## config.mk

```make
export PLATFORM = sky130hd
export DESIGN_NAME = ysyx_pipe_queue
export DESIGN_NICKNAME = d
export VERILOG_FILES = /design/src/rtl/ysyx_pipe_pkg.sv /design/src/rtl/ysyx_pipe_queue_kill_scan.sv /design/src/rtl/ysyx_pipe_queue.sv
export SDC_FILE = /design/constraint.sdc
export NUM_CORES = 1
export LEC_CHECK = 0
export BUFFER_PORTS_ARGS = -buffer_cell sky130_fd_sc_hd__buf_4
export CORE_ASPECT_RATIO = 0.7
export CORE_MARGIN = 2
export CORE_UTILIZATION = 47
export CTS_CLUSTER_DIAMETER = 100
export DETAILED_ROUTE_END_ITERATION = 16
export GPL_TIMING_DRIVEN = 1
export PLACE_DENSITY = 0.69
export SYNTH_ARGS = -nofsm -noshare
export SYNTH_HDL_FRONTEND = slang
export SYNTH_SLANG_ARGS = --single-unit
```

## constraint.sdc

```tcl
create_clock -name clock -period 25.8 [get_ports clock]
set_clock_uncertainty 0.15 [all_clocks]
set_input_delay 2.58 -clock clock [delete_from_list [all_inputs] [get_ports clock]]
set_output_delay 2.58 -clock clock [all_outputs]
set_load 0.01 [all_outputs]
```

## src/rtl/ysyx_pipe_pkg.sv

```systemverilog
// ysyx_pipe_pkg
// Shared definitions for the pipeline handoff queues, the ROB and the
// reservation stations.
//   ROB_SIZE : number of ROB entries (from `YSYX_ROB_SIZE, default 16)
//   TAG_W    : ROB tag width; the MSB is the wrap bit
//   tag_t    : ROB tag type
//   younger  : age comparison between two in-flight tags

`ifndef YSYX_ROB_SIZE
`define YSYX_ROB_SIZE 16
`endif

package ysyx_pipe_pkg;

    localparam int unsigned ROB_SIZE = `YSYX_ROB_SIZE;
    localparam int unsigned TAG_W    = $clog2(ROB_SIZE) + 1;

    typedef logic [TAG_W-1:0] tag_t;

    // a is younger than b. The index compare is inverted when the two tags
    // sit on different laps of the ROB (wrap bits differ).
    function automatic logic younger(tag_t a, tag_t b);
        return (a[TAG_W-2:0] > b[TAG_W-2:0]) ^ (a[TAG_W-1] != b[TAG_W-1]);
    endfunction

endpackage

```

## src/rtl/ysyx_pipe_queue_kill_scan.sv

```systemverilog
// ysyx_kill_scan
// Combinational scan used by a selective kill. Walks the live entries of the
// queue in program order starting at head and returns how many leading
// entries are not younger than kill_tag. Because tags enter in program order
// the killed entries are always a contiguous suffix, so the first younger
// entry ends the surviving run.
// Ports:
//   tags     : per-slot stored tags (indexed by physical slot)
//   head     : physical slot of the oldest entry
//   count    : number of live entries
//   kill_tag : entries strictly younger than this tag are discarded
//   keep_len : number of surviving entries counted from head

module ysyx_kill_scan #(
    parameter int unsigned DEPTH = 4,
    parameter int unsigned TAG_W = ysyx_pipe_pkg::TAG_W
) (
    input  logic [TAG_W-1:0]             tags [DEPTH],
    input  logic [$clog2(DEPTH)-1:0]     head,
    input  logic [$clog2(DEPTH+1)-1:0]   count,
    input  logic [TAG_W-1:0]             kill_tag,
    output logic [$clog2(DEPTH+1)-1:0]   keep_len
);
    import ysyx_pipe_pkg::*;

    localparam int unsigned PTR_W = $clog2(DEPTH);
    localparam int unsigned CNT_W = $clog2(DEPTH + 1);

    typedef logic [PTR_W-1:0] ptr_t;
    typedef logic [CNT_W-1:0] cnt_t;

    logic run;
    ptr_t idx;

    always_comb begin
        keep_len = '0;
        run      = 1'b1;
        idx      = '0;
        for (int unsigned i = 0; i < DEPTH; i++) begin
            // Pointer arithmetic wraps naturally at DEPTH (power of two).
            idx = head + ptr_t'(i);
            if (run && (cnt_t'(i) < count) && !younger(tag_t'(tags[idx]), tag_t'(kill_tag))) begin
                keep_len = keep_len + cnt_t'(1);
            end else begin
                run = 1'b0;
            end
        end
    end

endmodule

```

## src/rtl/ysyx_pipe_queue.sv

```systemverilog
// ysyx_pipe_queue
// Tag-aware in-order pipeline buffer between pipeline stages (IDU->EXU,
// EXU->ROB). Holds up to DEPTH entries of an opaque payload plus its ROB tag.
// Supports a full flush and a selective kill of every entry younger than a
// mispredicted ROB tag.
// Ports:
//   clock, reset          : clock, synchronous active-high reset
//   in_valid/in_ready     : producer handshake; in_ready depends on state only
//   in_data, in_tag       : incoming payload and its ROB tag
//   out_valid/out_ready   : consumer handshake for the head entry
//   out_data, out_tag     : head payload and tag (don't-care when !out_valid)
//   flush                 : discard everything (highest priority)
//   kill_valid, kill_tag  : discard entries strictly younger than kill_tag
//   count                 : current occupancy
// An entry pushed in cycle N is visible at the output no earlier than N+1.

module ysyx_pipe_queue #(
    parameter int unsigned DATA_W = 128,
    parameter int unsigned DEPTH  = 4,
    parameter int unsigned TAG_W  = ysyx_pipe_pkg::TAG_W
) (
    input  logic                       clock,
    input  logic                       reset,
    input  logic                       in_valid,
    output logic                       in_ready,
    input  logic [DATA_W-1:0]          in_data,
    input  logic [TAG_W-1:0]           in_tag,
    output logic                       out_valid,
    input  logic                       out_ready,
    output logic [DATA_W-1:0]          out_data,
    output logic [TAG_W-1:0]           out_tag,
    input  logic                       flush,
    input  logic                       kill_valid,
    input  logic [TAG_W-1:0]           kill_tag,
    output logic [$clog2(DEPTH+1)-1:0] count
);
    import ysyx_pipe_pkg::*;

    localparam int unsigned PTR_W = $clog2(DEPTH);
    localparam int unsigned CNT_W = $clog2(DEPTH + 1);

    typedef logic [PTR_W-1:0] ptr_t;
    typedef logic [CNT_W-1:0] cnt_t;

    localparam cnt_t FULL_CNT = cnt_t'(DEPTH);

    // Storage
    logic [DATA_W-1:0] data_q [DEPTH];
    logic [TAG_W-1:0]  tag_q  [DEPTH];

    // Pointers and occupancy; count is kept separately so full/empty are
    // unambiguous with naturally wrapping pointers.
    ptr_t head_q, head_d;
    ptr_t tail_q, tail_d;
    cnt_t count_q, count_d;

    // Datapath control
    logic head_killed;
    logic in_killed;
    logic push_fire;
    logic push_store;
    logic pop_fire;
    cnt_t scan_len;
    cnt_t keep_len;
    ptr_t tail_base;
    logic wr_en;

    ysyx_kill_scan #(
        .DEPTH (DEPTH),
        .TAG_W (TAG_W)
    ) u_kill_scan (
        .tags     (tag_q),
        .head     (head_q),
        .count    (count_q),
        .kill_tag (kill_tag),
        .keep_len (scan_len)
    );

    // Handshake outputs
    assign in_ready    = (count_q != FULL_CNT);
    assign head_killed = kill_valid && younger(tag_t'(tag_q[head_q]), tag_t'(kill_tag));
    assign out_valid   = (count_q != '0) && !flush && !head_killed;
    assign out_data    = data_q[head_q];
    assign out_tag     = tag_q[head_q];
    assign count       = count_q;

    assign push_fire = in_valid && in_ready;
    assign pop_fire  = out_valid && out_ready;

    // An incoming entry younger than the kill point is accepted on the
    // handshake but never written.
    assign in_killed  = kill_valid && younger(tag_t'(in_tag), tag_t'(kill_tag));
    assign push_store = push_fire && !flush && !in_killed;
    assign wr_en      = push_store;

    // Surviving run counted from the current head. A pop in the same cycle
    // only removes the head, which is never part of a killed suffix when it
    // is poppable, so the pop and the kill compose as "pop first, then kill".
    assign keep_len  = kill_valid ? scan_len : count_q;
    assign tail_base = kill_valid ? (head_q + ptr_t'(scan_len)) : tail_q;

    always_comb begin
        head_d  = head_q;
        tail_d  = tail_q;
        count_d = count_q;
        if (flush) begin
            // Collapse onto the current head; no pointer reset needed.
            tail_d  = head_q;
            count_d = '0;
        end else begin
            if (pop_fire) begin
                head_d = head_q + ptr_t'(1);
            end
            tail_d  = tail_base + ptr_t'(push_store);
            count_d = keep_len - cnt_t'(pop_fire) + cnt_t'(push_store);
        end
    end

    always_ff @(posedge clock) begin
        if (reset) begin
            head_q  <= '0;
            tail_q  <= '0;
            count_q <= '0;
        end else begin
            head_q  <= head_d;
            tail_q  <= tail_d;
            count_q <= count_d;
        end
    end

    // Payload storage carries no reset; occupancy alone defines liveness.
    always_ff @(posedge clock) begin
        if (wr_en) begin
            data_q[tail_base] <= in_data;
            tag_q[tail_base]  <= in_tag;
        end
    end

`ifndef SYNTHESIS
    logic [TAG_W-1:0] prev_tag;
    assign prev_tag = tag_q[tail_base - ptr_t'(1)];

    a_no_push_when_full : assert property (
        @(posedge clock) disable iff (reset) !in_ready |-> !wr_en
    );

    a_tag_order : assert property (
        @(posedge clock) disable iff (reset)
        (wr_en && (keep_len != '0)) |-> younger(tag_t'(in_tag), tag_t'(prev_tag))
    );

    a_count_bound : assert property (
        @(posedge clock) disable iff (reset) count_q <= FULL_CNT
    );
`endif

endmodule

```

# Word-level counts from Yosys, hierarchy flattened

Memory sizes are Yosys's and may differ from the RTL's. A register that Yosys moved wholly into a read port is not among the register bits.
Index checks and enable logic that the tools add are counted.
W data, S select, Z words.

Add/subtract/negate cells: 10
$mul: 0
Div/mod/pow operators: 0
Magnitude comparators: 15
Equal/unequal tests: 6
Shift operators: 0
Mux-type cells: 29
Bitwise logic cells: 11
Reductions and logical operators: 26

Operator list:

| kind                  | number |
|---|---|
| $mux W5               | 9 |
| $bmux W5 S2           | 4 |
| $bwmux W20            | 1 |
| $gt A4 B4 Y1          | 5 |
| $logic_and A1 B1 Y1   | 16 |
| $ge A3 B3 Y1 const B  | 5 |
| $not A2 Y3            | 5 |
| $mux W3               | 4 |
| $demux W5 S2          | 1 |
| $add A3 B1 Y3 const B | 3 |
| $mux W2               | 4 |
| $logic_not A1 Y1      | 7 |
| $lt A1 B3 Y1 const A  | 2 |
| $lt A2 B3 Y1 const A  | 2 |
| $mux W1               | 6 |
| $ne A1 B1 Y1          | 5 |
| $xor A1 B1 Y1         | 5 |
| $add A2 B2 Y2 const B | 2 |
| $add A3 B1 Y3         | 1 |
| $lt A3 B1 Y1 const B  | 1 |
| $ne A3 B3 Y1 const B  | 1 |
| $reduce_bool A3 Y1    | 1 |
| $sub A3 B1 Y3         | 1 |
| $add A2 B1 Y2         | 1 |
| other kinds (5)       | 5 |

Flip-flop bits (word level): 27
Latch bits: 0
Bits in writable memories: 512
Bits in read-only memories: 0
Output and inout port bits: 138
Word-level logic and storage cells: 105
Memories kept: 1

Memories:

| memory | words | bits a word | rd ports | clocked after Yosys merged registers in | wr ports | RTL line              | source |
|---|---|---|---|---|---|---|---|
| data_q | 4     | 128         | 1        | 1                                       | 1        | ysyx_pipe_queue.sv:48 | `logic [DATA_W-1:0] data_q [DEPTH];` |

# Logic depth before layout (Yosys ltp)

Gate-level depths: netlist of the first run.

Depth after elaboration: 26
Mapped depth: 26
Mapped depth without buffers: 23

# Modules after synthesis

A second synthesis of the first run with hierarchy kept.

Cell total of the unflattened synthesis: 890
Area total of the unflattened synthesis: 20,988.9 um^2

By module, submodules not included:

| module          | instances | cells an instance | area each (um^2) | sequential area each (um^2) |
|---|---|---|---|---|
| ysyx_pipe_queue | 1         | 788               | 19,914.1         | 16,155.5 |
| ysyx_kill_scan  | 1         | 102               | 1,074.8          | 0.0 |

# Worst setup path after synthesis of the first run

No wires, ideal clock.

Path type: input-to-reg
Start point: input kill_tag[1]
End point: memory data_q[0][0], enable pin
Setup time: 0.788 ns
Arrival time: 14.723 ns
Required time: 24.862 ns
Setup slack: 10.139 ns
Cell stages on the path: 18
Path buffers: 0
Path through: inv_1 > ha_1 > nor2b_1 > o21a_1 > o21a_1 > o21ai_0 > xnor2_1 > nor3_1 > ha_1 > inv_1 > nor3_1 > xor2_1 > ha_1 > nor2_1 > o21ai_0 > or4b_1 > o211a_2 > nor3_1

Longest elaborated chain between the ends: 16
Elaborated cells between the ends (all ways): 38

RTL lines:

| what                                                  | RTL line              | source |
|---|---|---|
| start, declared                                       | ysyx_pipe_queue.sv:34 | `input logic [TAG_W-1:0] kill_tag,` |
| branches (longest 16 deep; another with $gt A4 B4 Y1) | -                     |  |
| end, declared                                         | ysyx_pipe_queue.sv:48 |  |

Parallel ways; which one is timed is not known.

# Worst setup path after layout of the first run

Start point: input kill_tag[1]
End point: memory data_q[0][80], enable pin

The elaborated chain is that of the path after synthesis.

==> results of run 1 <==
## kinds of logic (layout without fill, tap and decap cells)
logic type / Yosys count / count (layout) / synth area share [%]
compound gates: 30 / 30 / 1.10
xor+xnor: 15 / 15 / 0.737
fa+ha+maj: 27 / 27 / 1.67
buf+inv: 55 / 407 / 1.03
flops: 541 / 541 / 78.0
mux: 152 / 152 / 16.2
simple gates: 48 / 48 / 1.32
## final timing paths
path                                       to  slack, ns  cells after the start
worst min-delay path                tail_q[0]       0.63                      2
worst min register to register      tail_q[0]       0.63                      2
worst max-delay path            data_q[0][80]      18.14                     21
worst max register to register  data_q[0][80]      18.80                     22
## sequential cells by signal, summed over array words and instances, names as in the netlist, named ones only
name and cells:
count 3, data_q 512, head_q 2, tag_q 20
tail_q 2
## final cells by class
cell class | instances | share of cell area, %
Clock inverter | 31 | 0.892
Multi-Input combinational cell | 272 | 17.4
Timing Repair Buffer | 296 | 8.90
Clock buffer | 63 | 5.26
Sequential cell | 541 | 64.3
Tap cell | 594 | 2.96
Inverter | 17 | 0.254
## worst max-delay path: cells and delay by family
family / cells / cell delay, ns
buf+inv: 5 / 1.52
fa+ha+maj: 3 / 0.78
compound gates: 4 / 0.71
simple gates: 6 / 1.45
xor+xnor: 3 / 0.54
## metal layers
metal | track usage, % | wire, um | vias to the layer above
li1 | - | - | 4329
met1 | 25.8 | 17100 | 5143
met2 | 27.6 | 19400 | 304
met3 | 5.20 | 3180 | 56
met4 | 4.42 | 751 | 4
met5 | 0 | 34 | -
## power breakdown
part | internal (mW) | switching, mW | leakage (nW) | total [mW]
clock | 0.385 | 0.306 | 0.770 | 0.691
sequential | 0.988 | 0.00543 | 4.89 | 0.993
combinational | 0.0506 | 0.0520 | 2.70 | 0.103
## through the flow
stage | instance area [um2] | total power, mW | hold WS, ns
6_report | 25100 | 1.79 | 0.627
5_1_grt | 25100 | 1.85 | 0.696
4_1_cts | 25100 | 1.81 | 0.648
3_5_place_dp | 23600 | 1.12 | 0.642
3_3_place_gp | 23600 | 1.11 | 0.614
2_1_floorplan | 20700 | 1.06 | 0.573
## cell usage after synthesis (6+ instances only)
cell type | n | share of area [%]
nand2_1 | 8 | 0.14
inv_1 | 17 | 0.31
ha_1 | 26 | 1.6
xnor2_1 | 9 | 0.38
clkbuf_1 | 24 | 0.43
dfxtp_1 | 9 | 0.87
o21ai_0 | 6 | 0.14
nor3_1 | 9 | 0.22
nor2_1 | 11 | 0.20
edfxtp_1 | 532 | 77
a21oi_1 | 7 | 0.17
mux4_2 | 146 | 16
buf_1 | 13 | 0.24
==> key figures, run 1 <==
CTS
  • CTS tree: yes
  • CTS resizes: 0
  • Postcts setup bufs: 0
  • Hold buffers post-CTS: 0
  • Worst skew pair latency: 0.55 ns
  • Root Driver: clkbuf_16
  • Clock transition at path regs: 0.06 ns
  • Clock Path Buffers: 3
  • Clock sinks: 541
  • Htree depth: 2
  • TritonCTS Buffers: 50

Detailed routing
  • Per-cell routed wire length: 22.3 um
  • DR pass1 iterations: 5
  • Routed via count: between 9000 and 10000
  • DRT Wirelength: roughly 40000 um
  • Starting DRT DRC Count: approximately 600
  • Vias per inst: ~5.4
  • DRC violations left: 0
  • Remaining antenna violation count after routing: 0

Place
  • Dpl hpwl: 24600 um
  • Pre-CTS setup slack: around 18 ns
  • Cell Count Post-Placement: 1720
  • Input/output buffers: roughly 280
  • RePlAce Congestion: 0.774

Critical path
  • Slowest library cell on the worst path: buf_4
  • Crit path DAT: 7.69 ns
  • Setup Crit Path Kind: primary input to register
  • Max incr delay on CP: 0.72 ns
  • CP Data Required Time: 25.83 ns
  • Startpoint types: primary input
  • Worst r2r src: head_q[0]
  • Crit path cell chain: buf_4, inv_1, ha_1, nor2b_1, o21a_1, o21a_1, o21ai_0, xnor2_1, nor3_1, ha_1, inv_1, nor3_1, nand2_1, xnor2_1, ha_1, xor2_1, or4b_1, o211a_2, nor3_2, buf_4, buf_4
  • Nature of the critical path endpoint: register
  • CP startpoint: kill_tag[1]
  • Critical Path Fanout Max: 56

STA
  • Unrepaired setup endpoints after global routing: false
  • Post-route setup slack: 18.14 ns
  • Slew @ Worst Pin: a little over 1 ns
  • Final setup TNS: 0 ns
  • Max-slew violation count: 0
  • Final hold vios: 0
  • Slew HR: a little under a third
  • Maximum achievable frequency: 131 MHz
  • Minimum clock period: 7.66 ns
  • # setup viols final: 0
  • Final Cycle Share: between 20% and 30%

Floorplanning
  • Die width: 255 um
  • Core Region: between 0.04 and 0.05 mm2
  • I/O Pins: 282
  • Die Y: 180 um
  • Row count: between 60 and 70
  • Die area: about 0.046 mm2
  • Initial core utilization: 47.6%

Global route
  • Initial antenna violation count: 2
  • Largest net degree at the start of global routing: ~130
  • Number of global-route vias before repair: a little over 10000
  • First-pass GRT wire length: just over 60000 um
  • Global-route usage over all layers: 18.0%
  • Grt total ovfl: 0

Power
  • Power Dens Cells: 71.1 mW/mm2
  • Pleak: 8.37 nW
  • Peak supply drop: 50.9 uV

Synthesis
  • Syn Area/Cell: 23.9 um2
  • Post-synth top flop: edfxtp_1
  • Syn. warnings: 0
  • Cell variety after synth: 48
  • Mapped cell area: 0.0207 mm2
  • EDFF count, synth: 532
  • Register area share after synthesis: between 70% and 80%
  • FFs w/ async S/R, synth: 0%
  • Syn nets: 1039
  • Cell count after synthesis: approximately 870
  • Number of synthesized register bits: 541

Worst hold path
  • Hold/Removal Path Class: register to register
  • Hold Crit Start: head_q[0]

Outcome
  • Status: finished clean

Finish
  • Register area: around 0.016 mm2
  • Non-filler cells, final: roughly 1800
  • Share of cells above drive strength 1: between 40% and 50%
  • Post-route core utilization: 57.7%
  • Area Overhead vs Synth: 21.2%
  • # fillers: 3260
  • Area occupied by multi-input gates: 0.00437 mm2
  • Commonest cells after routing, fill and taps aside: edfxtp_1 (532), buf_4 (295), mux4_2 (146)
  • ANT cells: 0
  • Final #Nets: ~1300
  • Leading cell type in the layout, fill and taps excluded: edfxtp_1

Flow run
  • Maxcap violations: 0
(Power assumes the default switching activity.)
==> inputs of run 2 (changes only) <==
Settings changed: ABC_AREA set to 1, PLACE_DENSITY 0.69 to 0.72.
Clock period 25.8 ns to 6.75 ns, I/O delays scaled along.
==> key figures, run 2 <==
Floorplanning
  • Core Region: 0.0447 mm2
  • Initial core utilization: 47.3%
  • Die width: between 200 and 300 um
  • Die area: 0.0468 mm2
  • I/O Pins: 282
  • Row count: 65
  • Die Y: 182 um

Finish
  • Area Overhead vs Synth: 21.7%
  • # fillers: 3579
  • Commonest cells after routing, fill and taps aside: edfxtp_1 (532), buf_4 (297), o21ai_0 (295)
  • Register area: 0.0162 mm2
  • Post-route core utilization: 57.6%
  • Final #Nets: roughly 2000
  • Area occupied by multi-input gates: about 0.0045 mm2
  • Leading cell type in the layout, fill and taps excluded: edfxtp_1
  • Max FFs per register: 512
  • Largest reg by FF count: data_q
  • Share of cells above drive strength 1: 21.7%

Global route
  • Largest net degree at the start of global routing: around 130
  • Global-route usage over all layers: approximately a fifth
  • Initial antenna violation count: 2
  • Number of global-route vias before repair: 13100
  • First-pass GRT wire length: approximately 75000 um
  • Grt total ovfl: 0

CTS
  • Htree depth: 2
  • Clock transition at path regs: roughly 0.060 ns
  • Root Driver: clkbuf_16
  • Postcts setup bufs: 0
  • Clock sinks: 541
  • CTS resizes: 0
  • Worst skew pair latency: 0.56 ns
  • Hold buffers post-CTS: 0
  • CTS tree: yes
  • Clock Path Buffers: 3
  • TritonCTS Buffers: between 50 and 60

Synthesis
  • Number of synthesized register bits: 541
  • Commonest cells post-synth: edfxtp_1 (532), o21ai_0 (295), nor2_1 (275)
  • Cell variety after synth: 32
  • Largest cells by area after synthesis: edfxtp_1 (75%), o21ai_0 (7.0%), nor2_1 (4.9%), o22ai_1 (3.8%), nand2_1 (1.6%)
  • Post-synth top flop: edfxtp_1
  • Area leader, netlist: edfxtp_1
  • FFs w/ async S/R, synth: 0%
  • Cell count after synthesis: 1573
  • Top cell type's share of synthesized area: 75.5%
  • Register area share after synthesis: between 70% and 80%
  • Most common cell in the netlist: edfxtp_1
  • Syn. warnings: 0
  • Mapped cell area: 0.0212 mm2
  • Syn Area/Cell: 13.5 um2
  • Syn nets: 1744
  • EDFF count, synth: 532

Power
  • Power Dens Cells: 293 mW/mm2
  • Peak supply drop: 235 uV
  • Pleak: 9.24 nW

STA
  • Final setup TNS: 0 ns
  • Final hold vios: 0
  • Slew HR: 24.5%
  • Maximum achievable frequency: ~170 MHz
  • Max-slew violation count: 0
  • Final Cycle Share: 89.2%
  • # setup viols final: 0
  • Unrepaired setup endpoints after global routing: false
  • Slew @ Worst Pin: 1.13 ns
  • Minimum clock period: 6.02 ns

Critical path
  • CP most frequent cell: nand2_1
  • Max incr delay on CP: 0.71 ns
  • Setup Crit Path Kind: register to register
  • Buffer and inverter count on the worst path: 5
  • FF-to-FF setup slack: 0.73 ns
  • Critical Path Fanout Max: 14
  • Nature of the critical path endpoint: register
  • Crit path DAT: 6.12 ns
  • Slowest library cell on the worst path: a21oi_4
  • Startpoint types: register
  • CP Data Required Time: 6.85 ns
  • CP top delay family: compound AO/OA/AOI/OAI gates

Outcome
  • Status: finished clean

Detailed routing
  • Remaining antenna violation count after routing: 0
  • DRT Wirelength: 48800 um
  • Starting DRT DRC Count: 1137
  • DRC violations left: 0
  • DR pass1 iterations: 5
  • Vias per inst: 5.41
  • Routed via count: 13400
  • Per-cell routed wire length: 19.7 um

Place
  • Input/output buffers: between 200 and 300
  • RePlAce Congestion: between 0.8 and 0.9
  • Dpl hpwl: just under 30000 um

Worst hold path
  • Hold/Removal Path Class: primary input to register

Flow run
  • Maxcap violations: 0
-- run 2: where the power goes --
| part | internal [mW] | total [mW] | switching [mW] |
|---|---|---|---|
| registers | 3.80 | 3.83 | 0.0318 |
| logic | 0.335 | 0.849 | 0.514 |
| clock network | 1.69 | 2.88 | 1.19 |
-- run 2: worst paths after layout --
kind,start,to,cells after the start
max,head_q[1],tag_q[19],27
min,in_data[115],data_q[1][115],1
max reg2reg,head_q[1],tag_q[19],27
min reg2reg,head_q[0],register,2
-- run 2: worst reg2reg max path: cells and delay by family (launching register included) --
kind            cells  cell delay, ns
xor+xnor            4            0.68
compound gates      5            1.34
buf+inv             5            0.83
simple gates       10            1.25
fa+ha+maj           3            0.81
flops               1            0.66
-- run 2: routing by layer --
metal | global-route usage (%) | wire length [um]
met3 | 4.02 | 3590
met2 | 32.3 | 22900
met5 | 0 | 11
met4 | 6.15 | 1290
met1 | 29.0 | 21000
-- run 2: final cells by class --
cell class / count / share of cell area [%]
Tap cell: 603 / 2.93
Timing Repair Buffer: 310 / 9.66
Inverter: 59 / 0.884
Multi-Input combinational cell: 881 / 17.3
Antenna cell: 1 / 0.00971
Clock buffer: 59 / 5.07
Sequential cell: 541 / 62.7
Clock inverter: 28 / 1.39
-- run 2: logic make-up (layout without fill, tap and decap cells) --
group                    Yosys count  count (layout)  synth area share, %
flip-flops                       541             541                 76.3
AO/OA/AOI/OAI                    449             449                 11.5
AND/OR/NAND/NOR                  397             397                 7.45
buffers and inverters            151             456                 2.76
adder cells (fa/ha/maj)           27              27                 1.63
XOR/XNOR                           8               8                0.367
other                              0               1                    0
-- run 2: per-stage QoR --
step,instances,area [um2],setup WS (ns),hold slack (ns),power (mW)
after detailed placement,2394,24100,0.754,0.543,4.75
after floorplan,1573,21200,-1.63,0.412,4.32
final,2482,25800,0.730,0.143,7.56
after global routing,2482,25800,0.301,0.115,7.84
after CTS,2481,25800,0.680,0.109,7.63
after global placement,2394,24100,0.954,0.521,4.73
==> inputs of run 3 (changes only) <==
Settings changed: PLACE_DENSITY 0.72 to 0.69.
Clock period 6.75 ns to 6 ns, I/O delays scaled along.
==> key figures, run 3 (synthesis gave the netlist of run 2 again) <==
STA
  • # setup viols final: 0
  • Final Cycle Share: 89.8%
  • Slew @ Worst Pin: around 1.1 ns
  • Maximum achievable frequency: 186 MHz
  • Minimum clock period: 5.39 ns
  • Post-route setup slack: 0.613 ns
  • Slew HR: 26.2%
  • Final hold vios: 0
  • Unrepaired setup endpoints after global routing: false
  • Max-slew violation count: 0

Place
  • RePlAce Congestion: 0.855
  • Pre-CTS setup slack: approximately 0.62 ns
  • Input/output buffers: 281
  • Post-place instance area: between 0.02 and 0.025 mm2
  • Dpl hpwl: roughly 30000 um

Floorplanning
  • Die Y: 182 um
  • I/O Pins: 282
  • Die width: around 260 um
  • Die area: 0.0468 mm2
  • Initial core utilization: 47.3%
  • Core Region: 0.0447 mm2
  • Row count: 65

CTS
  • TritonCTS Buffers: 51
  • Worst skew pair latency: 0.55 ns
  • Postcts setup bufs: 0
  • Clock sinks: roughly 540
  • Clock transition at path regs: 0.06 ns
  • Root Driver: clkbuf_16
  • CTS tree: yes
  • CTS resizes: 0
  • Clock Path Buffers: 3
  • Hold buffers post-CTS: 0
  • Htree depth: 2

Detailed routing
  • Starting DRT DRC Count: ~1100
  • Routed via count: 13400
  • Vias per inst: around 5.4
  • DR pass1 iterations: 5
  • Per-cell routed wire length: 19.8 um
  • DRT Wirelength: 49300 um
  • DRC violations left: 0
  • Remaining antenna violation count after routing: 0

Worst hold path
  • Hold/Removal Path Class: primary input to register

Finish
  • Share of cells above drive strength 1: 21.8%
  • Largest reg by FF count: data_q
  • Leading cell type in the layout, fill and taps excluded: edfxtp_1
  • Final #Nets: roughly 2000
  • Commonest cells after routing, fill and taps aside: edfxtp_1 (532), buf_4 (294), o21ai_0 (285)
  • Max FFs per register: about 510
  • Area Overhead vs Synth: 21.3%
  • # fillers: 3578
  • Design area: 0.0257 mm2

Power
  • Peak supply drop: 242 uV
  • Switching Power: 1.91 mW
  • Clock share of power: 36.4%
  • Power Dens Cells: around 320 mW/mm2
  • Switching share of power: 23.1%
  • Sequential share of power: 52.2%
  • Internal power: 6.37 mW
  • Logic pwr share: between 10 and 15%
  • Pleak: 9.19 nW

Critical path
  • Crit path DAT: 5.45 ns
  • Setup Crit Path Kind: register to register
  • CP Data Required Time: 6.06 ns
  • Nature of the critical path endpoint: register
  • Startpoint types: register
  • Critical Path Fanout Max: 58

Global route
  • First-pass GRT wire length: 75000 um
  • Met2 Resource Use GR: 31.6%
  • Grt total ovfl: 0
  • Busiest layer in global routing: met2
  • Largest net degree at the start of global routing: 138
  • Met1 Usage GRT: around 30%
  • Global-route usage over all layers: between 20% and 30%
  • Initial antenna violation count: 3
  • Number of global-route vias before repair: 12900
  • Global Route met3 Usage: 4.80%

Outcome
  • Status: finished clean

Flow run
  • Maxcap violations: 0
[run 3: cell count changes in the layout (fill, tap and decap cells not counted), sizes merged]
cell,before,now
clkinvlp,4,1
buf,310,308
bufinv,8,3
diode,1,3
clkbuf,59,70
[run 3: path summary, 6_finish.rpt]
check | startpoint | end | cells past startpoint | slack, ns
worst max-delay path | head_q[0] | data_q[2][81] | 27 | 0.61
worst max register to register | head_q[0] | data_q[2][81] | 27 | 0.61
worst min register to register | head_q[0] | head_q[0] | 2 | 0.43
worst min-delay path | in_data[105] | data_q[0][105] | 1 | 0.09
[run 3: routing by layer]
| metal | routed length, um | vias up |
|---|---|---|
| met5 | 12 | - |
| met4 | 989 | 2 |
| met3 | 3550 | 73 |
| met2 | 22500 | 402 |
| met1 | 22200 | 6600 |
| li1 | - | 6352 |
[run 3: per-stage QoR]
stage	hold slack, ns	TNS (ns)	util (%)	std cells	power, mW
final	0.0857	0	57.4	2485	8.28
after floorplan	0.393	-134.23	-	1573	4.86
after detailed placement	0.414	0	53.9	2392	5.35
after global routing	0.0568	0	57.4	2482	8.61
after global placement	0.414	0	53.9	2392	5.33
after CTS	0.0604	0	57.4	2482	8.36
[run 3: power groups by stage]
stage | clock network, mW | logic (mW) | registers [mW]
final | 3.02 | 0.943 | 4.32
after global routing | 3.25 | 1.04 | 4.33
after CTS | 3.08 | 0.954 | 4.32
after detailed placement | 0 | 0.950 | 4.40
after global placement | 0 | 0.933 | 4.40
after floorplan | 0 | 0.478 | 4.39
[run 3: worst max-delay path, stage by stage, from the launching register on]
cell	delay, ns
dfxtp_2	0.35
buf_4	0.31
nand2_1	0.09
nand2_1	0.26
o21ai_0	0.17
ha_1	0.31
inv_1	0.06
nor2_1	0.03
o21ai_0	0.16
a32oi_1	0.09
xor2_1	0.17
nor4_1	0.26
ha_2	0.28
o211a_1	0.19
nand2_2	0.07
nor2_4	0.15
xor2_2	0.17
xor2_1	0.29
ha_2	0.23
xor2_1	0.06
inv_1	0.09
nor2_1	0.05
nand3_1	0.08
nand2_1	0.06
inv_2	0.13
nand2_1	0.15
nor2_4	0.23
buf_12	0.31
[run 3: layout make-up]
type,instances,area [um2],share of cell area [%]
Clock buffer,70,1370,5.33
Multi-Input combinational cell,881,4480,17.4
Timing Repair Buffer,308,2490,9.69
Tap cell,603,754,2.94
Sequential cell,541,16200,63.0
Clock inverter,20,178,0.692
Inverter,59,228,0.887
Antenna cell,3,7.51,0.0293
